**src/rtl/chess_pkg.sv**
```systemverilog
// Shared game-clock definitions: controller states, side encoding, time-word layout.
// Pure declarations, no logic and no latency.
// Not applicable: this file has no handshakes and applies no backpressure.
package chess_pkg;

  typedef enum logic [1:0] {
    IDLE   = 2'd0,
    RUN    = 2'd1,
    PAUSED = 2'd2,
    FLAG   = 2'd3
  } state_t;

  localparam logic SIDE_WHITE = 1'b0;
  localparam logic SIDE_BLACK = 1'b1;

  localparam logic [9:0] TIME_ZERO = 10'd0;

  // Countdown word layout {min[2:0], sec_tens[2:0], sec_ones[3:0]}, shared with the timer
  localparam int TIME_MIN_MSB  = 9;
  localparam int TIME_MIN_LSB  = 7;
  localparam int TIME_TENS_MSB = 6;
  localparam int TIME_TENS_LSB = 4;
  localparam int TIME_ONES_MSB = 3;
  localparam int TIME_ONES_LSB = 0;

  function automatic logic time_is_zero(input logic [9:0] t);
    return (t == TIME_ZERO);
  endfunction

endpackage

```
**src/rtl/chess_clock_ctrl_prescaler.sv**
```systemverilog
// Divides the system clock down to a one-cycle tick every TICK_DIV enabled cycles.
// The tick is combinational and is high while the count sits at TICK_DIV-1.
// Not applicable: this module has no handshakes; en=0 freezes the count, and clr wins over en.
module tick_prescaler #(
  parameter int TICK_DIV = 100000000
) (
  input  logic clk,
  input  logic rst,
  input  logic en,
  input  logic clr,
  output logic tick
);

  localparam int CNT_W = (TICK_DIV > 1) ? $clog2(TICK_DIV) : 1;
  localparam logic [CNT_W-1:0] CNT_MAX = CNT_W'(TICK_DIV - 1);

  logic [CNT_W-1:0] r_cnt;

  // Count 0..TICK_DIV-1 while enabled; a clear restarts the second from zero
  always_ff @(posedge clk or posedge rst) begin
    if (rst) begin
      r_cnt <= '0;
    end else if (clr) begin
      r_cnt <= '0;
    end else if (en) begin
      r_cnt <= (r_cnt == CNT_MAX) ? '0 : r_cnt + CNT_W'(1);
    end
  end

  // A cleared second never emits its stale terminal tick
  assign tick = en && !clr && (r_cnt == CNT_MAX);

endmodule

```
**src/rtl/chess_clock_ctrl.sv**
```systemverilog
// Game controller: IDLE/RUN/PAUSED/FLAG sequencing, side to move, 1 s tick, flag fall.
// Every output is registered, one cycle behind its cause, except running, which is decoded from state.
// Not applicable: request pulses are always accepted or dropped, never stalled.
module chess_clock_ctrl
  import chess_pkg::*;
#(
  parameter int TICK_DIV   = 100000000,
  parameter int MOVE_CNT_W = 8
) (
  input  logic                  clk,
  input  logic                  rst,
  input  logic                  start_req,
  input  logic                  pause_req,
  input  logic                  move_valid,
  input  logic                  move_side,
  input  logic [9:0]            countdown_white,
  input  logic [9:0]            countdown_black,
  output logic                  tick_1s,
  output logic                  side_to_move,
  output logic                  timer_load,
  output logic                  running,
  output logic                  flag_white,
  output logic                  flag_black,
  output logic                  illegal_turn,
  output logic [MOVE_CNT_W-1:0] move_count
);

  state_t                r_state;
  state_t                w_state_nxt;
  logic                  r_side;
  logic                  r_tick;
  logic                  r_load;
  logic                  r_illegal;
  logic                  r_flag_w;
  logic                  r_flag_b;
  logic [MOVE_CNT_W-1:0] r_move_cnt;

  logic w_active_zero;
  logic w_new_game;
  logic w_flag_fall;
  logic w_presc_en;
  logic w_presc_clr;
  logic w_presc_tick;
  logic w_legal;
  logic w_illegal;

  // Only the side on move can run out of time; the idle side is frozen
  assign w_active_zero = time_is_zero((r_side == SIDE_BLACK) ? countdown_black : countdown_white);

  // State register
  always_ff @(posedge clk or posedge rst) begin
    if (rst) begin
      r_state <= IDLE;
    end else begin
      r_state <= w_state_nxt;
    end
  end

  // Next state: flag fall beats pause, which beats any move
  always_comb begin
    w_state_nxt = r_state;
    unique case (r_state)
      IDLE, FLAG: if (start_req) w_state_nxt = RUN;
      RUN: begin
        if (w_active_zero)  w_state_nxt = FLAG;
        else if (pause_req) w_state_nxt = PAUSED;
      end
      PAUSED:     if (start_req) w_state_nxt = RUN;
      default:    w_state_nxt = IDLE;
    endcase
  end

  // Per-cycle actions decoded from state and requests, same priority as the next-state logic
  always_comb begin
    w_new_game  = 1'b0;
    w_flag_fall = 1'b0;
    w_presc_en  = 1'b0;
    w_legal     = 1'b0;
    w_illegal   = 1'b0;
    case (r_state)
      IDLE, FLAG: w_new_game = start_req;
      RUN: begin
        if (w_active_zero) begin
          w_flag_fall = 1'b1;
        end else if (!pause_req) begin
          w_presc_en = 1'b1;
          if (move_valid) begin
            w_legal   = (move_side == r_side);
            w_illegal = (move_side != r_side);
          end
        end
      end
      default: ;
    endcase
  end

  // A legal move hands the new side a full second; a new game restarts the second too
  assign w_presc_clr = w_new_game | w_legal;

  tick_prescaler #(
    .TICK_DIV (TICK_DIV)
  ) u_prescaler (
    .clk  (clk),
    .rst  (rst),
    .en   (w_presc_en),
    .clr  (w_presc_clr),
    .tick (w_presc_tick)
  );

  // Registered game status: side, flags, move counter and the one-cycle pulses
  always_ff @(posedge clk or posedge rst) begin
    if (rst) begin
      r_side     <= SIDE_WHITE;
      r_tick     <= 1'b0;
      r_load     <= 1'b0;
      r_illegal  <= 1'b0;
      r_flag_w   <= 1'b0;
      r_flag_b   <= 1'b0;
      r_move_cnt <= '0;
    end else begin
      r_tick    <= w_presc_tick;
      r_load    <= w_new_game;
      r_illegal <= w_illegal;
      if (w_new_game) begin
        r_side     <= SIDE_WHITE;
        r_move_cnt <= '0;
        r_flag_w   <= 1'b0;
        r_flag_b   <= 1'b0;
      end else if (w_flag_fall) begin
        if (r_side == SIDE_BLACK) r_flag_b <= 1'b1;
        else                      r_flag_w <= 1'b1;
      end else if (w_legal) begin
        r_side <= ~r_side;
        if ((move_side == SIDE_BLACK) && (r_move_cnt != '1)) begin
          r_move_cnt <= r_move_cnt + MOVE_CNT_W'(1);
        end
      end
    end
  end

  assign running      = (r_state == RUN);
  assign tick_1s      = r_tick;
  assign timer_load   = r_load;
  assign illegal_turn = r_illegal;
  assign side_to_move = r_side;
  assign flag_white   = r_flag_w;
  assign flag_black   = r_flag_b;
  assign move_count   = r_move_cnt;

endmodule

```
**config.mk**
```make
export PLATFORM = sky130hd
export DESIGN_NAME = chess_clock_ctrl
export DESIGN_NICKNAME = d
export VERILOG_FILES = /design/src/rtl/chess_pkg.sv /design/src/rtl/chess_clock_ctrl_prescaler.sv /design/src/rtl/chess_clock_ctrl.sv
export SDC_FILE = /design/constraint.sdc
export NUM_CORES = 1
export LEC_CHECK = 0
export ABC_AREA = 1
export BUFFER_PORTS_ARGS = -buffer_cell sky130_fd_sc_hd__buf_2
export CAP_MARGIN = 20
export CORE_ASPECT_RATIO = 0.9
export CORE_MARGIN = 2
export CORE_UTILIZATION = 50
export DETAILED_ROUTE_END_ITERATION = 8
export GPL_TIMING_DRIVEN = 0
export HOLD_SLACK_MARGIN = 0.03
export PLACE_DENSITY = 0.71
export SYNTH_ARGS = -nofsm -noshare
export SYNTH_HDL_FRONTEND = slang
export SYNTH_HIERARCHICAL = 1
export SYNTH_SLANG_ARGS = --single-unit
```
**constraint.sdc**
```tcl
create_clock -name clk -period 3.05 [get_ports clk]
set_input_delay 0.1525 -clock clk [delete_from_list [all_inputs] [get_ports clk]]
set_output_delay 0.1525 -clock clk [all_outputs]
set_load 0.02 [all_outputs]
```
=== Word level (Yosys, flattened, before mapping) ===
Index checks and enable logic that the tools add are counted.

* Bits in registers: 43
* Logic and storage cells: 77
* Input port bits: 26

* $add $sub $neg: 2
* Mux-type cells: 35
* Bitwise gates (word level): 2
* Equal/unequal tests: 11
* Reduce and logical (&&, ||, !) cells: 18

{| class="wikitable"
|+ Operator list
! cell !! count
|-
| 27-bit 2-to-1 mux || 3
|-
| 8-bit 2-to-1 mux || 4
|-
| 27-bit by 1-bit adder with 27-bit output (second input constant) || 1
|-
| 27-bit equality test (second input constant) || 1
|-
| 1-bit 2-to-1 mux || 23
|-
| 10-bit zero test || 1
|-
| 10-bit 2-to-1 mux || 1
|-
| 2-bit nonzero test || 5
|-
| 8-bit by 1-bit adder with 8-bit output (second input constant) || 1
|-
| 8-bit inequality test (second input constant) || 1
|-
| 2-bit AND reduction || 4
|-
| 2-bit 2-to-1 mux || 3
|-
| 2-bit equality test (second input constant) || 2
|-
| 2-bit by 1-bit inequality test with 1-bit output (second input constant) || 2
|-
| 2-bit case mux with 2 select lines || 1
|-
| 1-bit logical AND || 3
|-
| 3-bit by 2-bit inequality test with 1-bit output (second input constant) || 1
|-
| 3-bit AND reduction || 1
|-
| 3-bit OR reduction || 1
|-
| 2-bit by 1-bit equality test with 1-bit output (second input constant) || 1
|-
| 2-bit zero test || 1
|-
| 2-bit inequality test (second input constant) || 1
|-
| 2-bit OR reduction || 1
|-
| 1-bit equality test || 1
|-
| other kinds (4) || 4
|}

=== Logic depth before layout (Yosys ltp) ===
Gate-level depths: netlist of the first run.

* Depth after elaboration: 9
* Gate-level depth with buffers: 12
* Mapped depth without buffers: 11

=== Cells and area by module ===
Netlist of the first run, hierarchy kept.

{| class="wikitable"
|+ By module, submodules not included
! module !! cells an instance !! times used !! area each (um^2) !! seq. area each (um^2)
|-
| tick_prescaler || 260 || 1 || 1790.5 || 675.6
|-
| chess_clock_ctrl || 135 || 1 || 1008.5 || 400.4
|}

=== Worst setup path after synthesis of the first run ===
No wires, ideal clock.

* Kind: register to register
* Start point: register r_state[1]
* End point: register u_prescaler.r_cnt[13]
* Arrival time: 1.802 ns
* Required time: 2.973 ns
* Period minus slack after synthesis: 1.879 ns
* Setup time: 0.077 ns
* Stages on the path, launching flop included: 12
* Slack: 1.171 ns
* Cells stage by stage: dfrtp_1 > inv_1 > ha_1 > inv_1 > nor2_1 > inv_1 > nor2_4 > nand2_1 > nor2_4 > buf_6 > nand2_1 > a21oi_1

* Elaborated cells on any way between the ends: 10

{| class="wikitable"
|+ RTL lines
! element !! RTL line !! source
|-
| start: declaration || chess_clock_ctrl.sv:28 || <nowiki>state_t r_state;</nowiki>
|-
| start signal: assignment || chess_clock_ctrl.sv:55 || <nowiki>r_state <= w_state_nxt;</nowiki>
|-
| 2-bit by 1-bit equality test with 1-bit output || -- ||
|-
| named net running || chess_clock_ctrl.sv:21 || <nowiki>output logic running,</nowiki>
|-
| 1-bit 2-to-1 mux || chess_clock_ctrl.sv:80 || <nowiki>case (r_state)</nowiki>
|-
| named net w_presc_en || chess_clock_ctrl.sv:41 || <nowiki>logic w_presc_en;</nowiki>
|-
| 2-bit nonzero test (no line) || -- ||
|-
| end signal: assignment || chess_clock_ctrl_prescaler.sv:26 || <nowiki>r_cnt <= (r_cnt == CNT_MAX) ? '0 : r_cnt + CNT_W'(1);</nowiki>
|-
| end: declaration || chess_clock_ctrl_prescaler.sv:17 || <nowiki>logic [CNT_W-1:0] r_cnt;</nowiki>
|}

The timed path passes the listed nets, and every way through them passes these cells.
A chain may end at the register's enable or synchronous reset.

=== Final worst setup path of the first run ===
* Start point: register r_side (netlist: side_to_move)
* End point: register u_prescaler.r_cnt[18]

* Cells in the longest elaborated chain, start to end: 7
* Elaborated cells on any way between the ends: 12

{| class="wikitable"
|+ RTL lines
! element !! RTL line !! source
|-
| start: declaration || chess_clock_ctrl.sv:30 || <nowiki>logic r_side;</nowiki>
|-
| start signal: assignment || chess_clock_ctrl.sv:133 || <nowiki>r_side <= ~r_side;</nowiki>
|-
| 1-bit equality test || chess_clock_ctrl.sv:88 || <nowiki>w_legal = (move_side == r_side);</nowiki>
|-
| 1-bit 2-to-1 mux || chess_clock_ctrl.sv:87 || <nowiki>if (move_valid) begin</nowiki>
|-
| 1-bit 2-to-1 mux || chess_clock_ctrl.sv:85 || <nowiki>end else if (!pause_req) begin</nowiki>
|-
| 1-bit 2-to-1 mux * || chess_clock_ctrl.sv:83 || <nowiki>if (w_active_zero) begin</nowiki>
|-
| 1-bit 2-to-1 mux * || chess_clock_ctrl.sv:80 ||
|-
| 1-bit bitwise OR * || chess_clock_ctrl.sv:98 || <nowiki>assign w_presc_clr = w_new_game | w_legal;</nowiki>
|-
| named net w_presc_clr || chess_clock_ctrl.sv:42 || <nowiki>logic w_presc_clr;</nowiki>
|-
| 27-bit 2-to-1 mux / 2-bit nonzero test (equally long branches) || -- ||
|}

The timed path passes the listed nets; every way through them passes the cells marked *.

==> results of run 1 <==
[metal layers]
layer / vias to the layer above / part of all wire [%] / wire, microns
li1: 1342 / - / -
met1: 1243 / 51 / 3250
met2: 41 / 46 / 2930
met3: 5 / 2.7 / 172
met4: 0 / 0.69 / 44
met5: - / 0 / 0
[worst max-delay path: cells and delay by family, from the launching register on]
| family | cells | cell delay, ns |
|---|---|---|
| flops | 1 | 0.49 |
| buf+inv | 1 | 0.39 |
| compound gates | 1 | 0.13 |
| simple gates | 7 | 0.99 |
[cell families after synthesis]
group | count (synthesis) | synth area share (%)
XOR/XNOR | 15 | 4.69
AND/OR/NAND/NOR | 237 | 39.6
buffers and inverters | 59 | 8.27
AO/OA/AOI/OAI | 38 | 7.69
adder cells (fa/ha/maj) | 3 | 1.34
flip-flops | 43 | 38.4
[cell usage after synthesis]
library cell / number
a21oi_1: 10
o21ai_2: 1
nand2_4: 1
inv_1: 50
o21bai_2: 1
buf_2: 2
nand2_1: 112
o21ai_1: 9
clkinv_1: 1
nor2_4: 5
o21bai_1: 2
nand2_2: 8
buf_6: 1
nand3_4: 1
nor2_2: 7
dfrtp_1: 43
inv_2: 2
nand3b_1: 1
nand3_2: 8
nor3_1: 4
nand4_2: 1
nand3_1: 35
o21ai_0: 9
xnor2_1: 1
a21oi_2: 1
xor2_1: 14
nor2_1: 50
ha_1: 3
o22ai_1: 5
clkbuf_1: 3
nand4_1: 4
[final timing paths]
kind | start | to | slack (ns)
max in group asynchronous | rst | u_prescaler/r_cnt[26] | 2.10
min in group asynchronous | rst | u_prescaler/r_cnt[7] | 0.45
setup reg to reg | side_to_move | u_prescaler/r_cnt[18] | 0.94
hold / removal | move_valid | illegal_turn | 0.08
setup / recovery | side_to_move | u_prescaler/r_cnt[18] | 0.94
hold reg to reg | r_state[1] | r_state[1] | 0.51
[placed cells by master (no fill, tap or decap), types with 7 or more instances in the layout]
cell type  count
nand2_1      112
inv_1         50
nor2_1        50
dfrtp_1       43
buf_2         42
nand3_1       35
xor2_1        14
a21oi_1       10
o21ai_1        9
o21ai_0        9
nand2_2        8
nand3_2        8
nor2_2         7
[repair_timing]
| action | 4_1_cts | 5_1_grt |
|---|---|---|
| hold endpoints to repair | 16 | 0 |
| endpoints found under the setup margin | 0 | 0 |
| setup buffers | 0 | 0 |
| hold buffers | 1 | 0 |
[layout make-up]
cell class                      count  area [sq um]
Sequential cell                    43          1080
Inverter                           53           199
Fill cell                         497          2060
Clock inverter                      3          67.6
Tap cell                           67          83.8
Buffer                              6          32.5
Multi-Input combinational cell    293          1490
Clock buffer                        5          68.8
Timing Repair Buffer               42           238
[through the flow]
| step | cells | hold WS, ns | area (sq um) | utilization, % |
|---|---|---|---|---|
| after floorplan | 395 | 0.0662 | 2800 | - |
| after global placement | 502 | 0.273 | 3080 | 58.0 |
| after detailed placement | 502 | 0.285 | 3080 | 58.0 |
| after CTS | 511 | 0.0716 | 3230 | 60.7 |
| after global routing | 512 | 0.0707 | 3260 | 61.2 |
| final | 512 | 0.0767 | 3260 | 61.2 |
[sequential cells by signal, summed over array words and instances (netlist names)]
name               count
flag_black             1
flag_white             1
illegal_turn           1
move_count             8
r_state                2
side_to_move           1
tick_1s                1
timer_load             1
u_prescaler/r_cnt     27
[report_power, final]
part / switching [W] / internal [W] / leakage, nW
registers: 0.0000623 / 0.000624 / 0.591
clock network: 0.000210 / 0.000327 / 0.0644
logic: 0.000436 / 0.000181 / 0.898
total: 0.000709 / 0.00113 / 1.55
==> flow_summary.yaml, run 1 <==
run_status:
  outcome: "complete, no violations"
power_and_ir_drop:
  ir_drop_uv: 332
  p_total_w: 0.00184
  p_per_area_mw_per_mm2: 565
  power_leakage_nw: 1.55
cts:
  clockBufferDepth: 2
  ctsResizeCount: 0
  clk_pin_slew_ns: 0.09
  cts_buffers: 5
  clk_latency_ns: 0.30
  clkSinkCount: 43
  h-tree-depth: 2
  root_buffer: "clkbuf_8"
  cts_tree: "built"
critical_path:
  criticalPathCategory: "register to register"
  cpPeakStageDelay_ns: 0.49
  crit_path_top_delay_cell: "dfrtp_1"
  cp_max_fo: 11
  cp-end-kind: "register"
  r2r_cells: 9
  start_kind: "register"
  cp.required_ns: 3.23
  cp.arrival_ns: 2.30
  worstPathCellList: "nand2_1, nor2_1, nand3_2, nand4_2, nand2_4, nor2_1, clkbuf_1, nand2_1, o21ai_0"
drt:
  drt_first_pass_iters: 5
  wl_per_cell_microns: 12.5
  ant_nets: 0
  routed_wirelength_microns: 6390
  vias_per_cell: 5.14
  drtIter0Drc: 239
  drc: 0
  num_vias: 2631
global_routing:
  grt-ovfl-total: 0
  grt_max_degree: 28
  use_met3_pct: 3.62
  track_usage_pct: 21.7
  grt_pass1_wl_microns: 10900
  grt_pass1_vias: 2395
  gr-usage-met2_pct: 35.7
  grt_busiest_layer: "met2"
  antenna_found_initial: 0
  use_met1_pct: 30.6
timing:
  drv_slew: 0
  max_freq_mhz: 474
  fin_crit_ns: 2.11
  setup_tns_ns: 0
  maxSlewHeadroom_pct: 57.1
  clock_skew_ns: 0.0120
  setup_viol_count_final: 0
  tightest_slew_ns: 0.642
  setup_ws_ns: 0.939
  rsz0062_at_grt: "no"
  hold_violations: 0
  period_share_pct: 69.2
synthesis:
  synthCells: 395
  synthTopCellsByArea: "dfrtp_1 38%, nand2_1 15%, inv_1 6.7%, nor2_1 6.7%, nand3_1 6.3%"
  synth_top_area_share_pct: 38.4
  synth.distinct_cells: 31
  syn_avg_cell_area_sq_um: 7.09
  synth_warnings: 6
  yosysSeqAreaShare_pct: 38.4
  netlist_area_sq_mm: 0.00280
  yosys.area.top_type: "dfrtp_1"
  ys_ff_latch: 43
  syn_nets: 424
placed_design:
  gp_congestion: 0.953
  place_ws_ns: 0.931
  dp_hpwl_microns: 4680
  io_buffers: 40
floorplan:
  dieWidth_microns: 82.9
  rows: 25
  core-area_sq_mm: 0.00532
  start_util_pct: 52.6
  dieArea_sq_mm: 0.00621
  ios: 41
  die_h_microns: 75.0
worst_hold_path:
  min_delay_path_depth: 3
  min_path_type: "input pin to register"
run:
  cap_violations: 0
cells_and_area:
  antenna_cells: 0
  drive_gt1_share_pct: 19.8
  num-nets-final: 473
  area_growth_pct: 16.4
Note: power is estimated with default switching activity, not from simulation.
==> inputs of run 2 (changes only) <==
--- a/config.mk
+++ b/config.mk
@@ -14,7 +14,7 @@
 export DETAILED_ROUTE_END_ITERATION = 8
 export GPL_TIMING_DRIVEN = 0
 export HOLD_SLACK_MARGIN = 0.03
-export PLACE_DENSITY = 0.71
+export PLACE_DENSITY = 0.74
 export SYNTH_ARGS = -nofsm -noshare
 export SYNTH_HDL_FRONTEND = slang
 export SYNTH_HIERARCHICAL = 1
==> constraint.sdc (replaced) <==
create_clock -name clk -period 1.7 [get_ports clk]
set_input_delay 0.085 -clock clk [delete_from_list [all_inputs] [get_ports clk]]
set_output_delay 0.085 -clock clk [all_outputs]
set_load 0.02 [all_outputs]
==> run 2 against run 1 <==
  * The run now ends with negative setup slack left
  * First-iteration DRC count down 11%
  * Sequential share of layout area shrank 2.3 points
  * Critical path depth increased by 2
  * Worst setup slack worse by 0.97 ns
  * Register-to-register slack got worse by 0.97 ns
  * Clock power up 51%
  * Sequential power increased by 81%
  * Via count up 3.6%
  * Non-clock buffer count is 19 higher
  * Critical path type unchanged
==> flow_summary.yaml, run 2 (same netlist as run 1, synthesis figures left out) <==
run_status:
  outcome: "finished, violations left"
  violations: "negative setup slack"
timing:
  fin_crit_ns: 1.73
  setup_tns_ns: -0.158
  max_freq_mhz: 579
  setup_ws_ns: -0.0268
  tightest_slew_ns: 0.627
  drv_slew: 0
  setup_viol_count_final: 12
  clock_skew_ns: 0.00835
  maxSlewHeadroom_pct: 58.1
  rsz0062_at_grt: "yes"
  period_share_pct: 102
  hold_violations: 0
placed_design:
  place_area_sq_mm: 0.00311
  dp_hpwl_microns: 4570
  gp_congestion: 0.924
  place_ws_ns: -0.340
  io_buffers: 40
cts:
  h-tree-depth: 2
  clk_latency_ns: 0.30
  cts_tree: "built"
  clkSinkCount: 43
  root_buffer: "clkbuf_8"
  clk_pin_slew_ns: 0.09
  cts_buffers: 5
  clockBufferDepth: 2
floorplan:
  ios: 41
  core-area_sq_mm: 0.00532
  rows: 25
  dieWidth_microns: 82.9
  start_util_pct: 52.6
  die_h_microns: 75.0
  dieArea_sq_mm: 0.00621
global_routing:
  grt_max_degree: 28
  grt_pass1_vias: 2484
  grt_pass1_wl_microns: 11300
  track_usage_pct: 22.3
  antenna_found_initial: 0
  grt-ovfl-total: 0
critical_path:
  crit_family: "simple AND/OR/NAND/NOR gates"
  cp.arrival_ns: 1.94
  cpPeakStageDelay_ns: 0.39
  criticalPathCategory: "register to register"
  crit_path_top_delay_cell: "dfrtp_1"
  cp_max_fo: 4
  worstPathCellList: "inv_2, ha_4, inv_2, nor2_4, inv_2, nor2_4, nand2_4, nor2_4, buf_4, nand2_1, o21ai_0"
  cp.required_ns: 1.92
  start_kind: "register"
  cp-end-kind: "register"
  path_buf_inv: 4
drt:
  wl_per_cell_microns: 12.5
  drc: 0
  routed_wirelength_microns: 6640
  drtIter0Drc: 212
  ant_nets: 0
  drt_first_pass_iters: 4
  num_vias: 2727
  vias_per_cell: 5.14
cells_and_area:
  antenna_cells: 0
  final_common_cell: "nand2_1"
  num-nets-final: 492
  final_cell_mix: "110 x nand2_1, 47 x nor2_1, 46 x inv_1, 43 x buf_2, 42 x dfrtp_1"
  regMostFlops: "u_prescaler/r_cnt"
  largest_reg_flops: 27
  drive_gt1_share_pct: 27.8
  design_area_sq_mm: 0.00351
  area_growth_pct: 25.3
power_and_ir_drop:
  power_leakage_nw: 1.65
  ir_drop_uv: 796
  p_per_area_mw_per_mm2: 1030
run:
  cap_violations: 0
worst_hold_path:
  min_path_type: "input pin to register"
run 2: changes by cell type in the layout (fill, tap and decap cells not counted), sizes merged:
| cell | before | now |
|---|---|---|
| clkinvlp | 1 | 0 |
| clkinv | 1 | 3 |
| bufinv | 2 | 1 |
| clkbuf | 8 | 5 |
| dlygate4sd3 | 1 | 2 |
| buf | 44 | 65 |
run 2: routing by layer:
metal	share of wire, %	vias to the layer above	track usage (%)
met1	48	1275	31.4
met2	46	63	36.7
met3	4.7	9	3.29
met4	1.5	0	6.19
li1	-	1380	-
met5	0	-	0
run 2: worst paths after layout:
check / slack (ns) / depth (start not counted) / endpoint / from
worst max-delay path: -0.03 / 11 / u_prescaler/r_cnt[18] / r_state[1]
worst min-delay path: 0.09 / 4 / illegal_turn / move_side
worst max register to register: -0.03 / 11 / u_prescaler/r_cnt[18] / r_state[1]
worst min register to register: 0.52 / 2 / flag_black / flag_black
max in group asynchronous: 0.84 / 3 / side_to_move / rst
min in group asynchronous: 0.35 / 3 / u_prescaler/r_cnt[6] / rst
run 2: power by group:
part	switching (W)	internal, W
Combinational	0.000953	0.000619
Clock	0.000374	0.000438
Sequential	0.000113	0.00112
Total	0.00144	0.00218
run 2: worst register-to-register path, cell delays in order (launching register included):
cell	delay, ns
dfrtp_1	0.39
inv_2	0.07
ha_4	0.13
inv_2	0.06
nor2_4	0.15
inv_2	0.07
nor2_4	0.19
nand2_4	0.09
nor2_4	0.17
buf_4	0.16
nand2_1	0.05
o21ai_0	0.13
run 2: what timing repair did:
item	CTS	global route
hold endpoints to repair	17	0
pin swaps	7	6
gates cloned	1	1
hold buffers	2	0
setup buffers	12	5
resized for setup	10	25
setup endpoints to repair	27	34
run 2: layout make-up:
class / instances / area [sq um]
well taps: 67 / 83.8
multi-input cells: 293 / 1590
clock buffers: 5 / 68.8
plain buffers: 5 / 43.8
flip-flops and latches: 43 / 1080
inverters: 53 / 201
fillers: 456 / 1810
repair buffers: 62 / 400
clock inverters: 3 / 43.8
run 2: metrics by stage:
stage	instances	utilization [%]	total power [W]	hold slack [ns]
floorplan	395	-	0.00205	-0.00133
global placement	502	58.4	0.00237	0.198
detailed placement	502	58.4	0.00238	0.210
CTS	525	63.2	0.00340	0.0861
global route	531	66.0	0.00384	0.120
finish	531	66.0	0.00362	0.0894
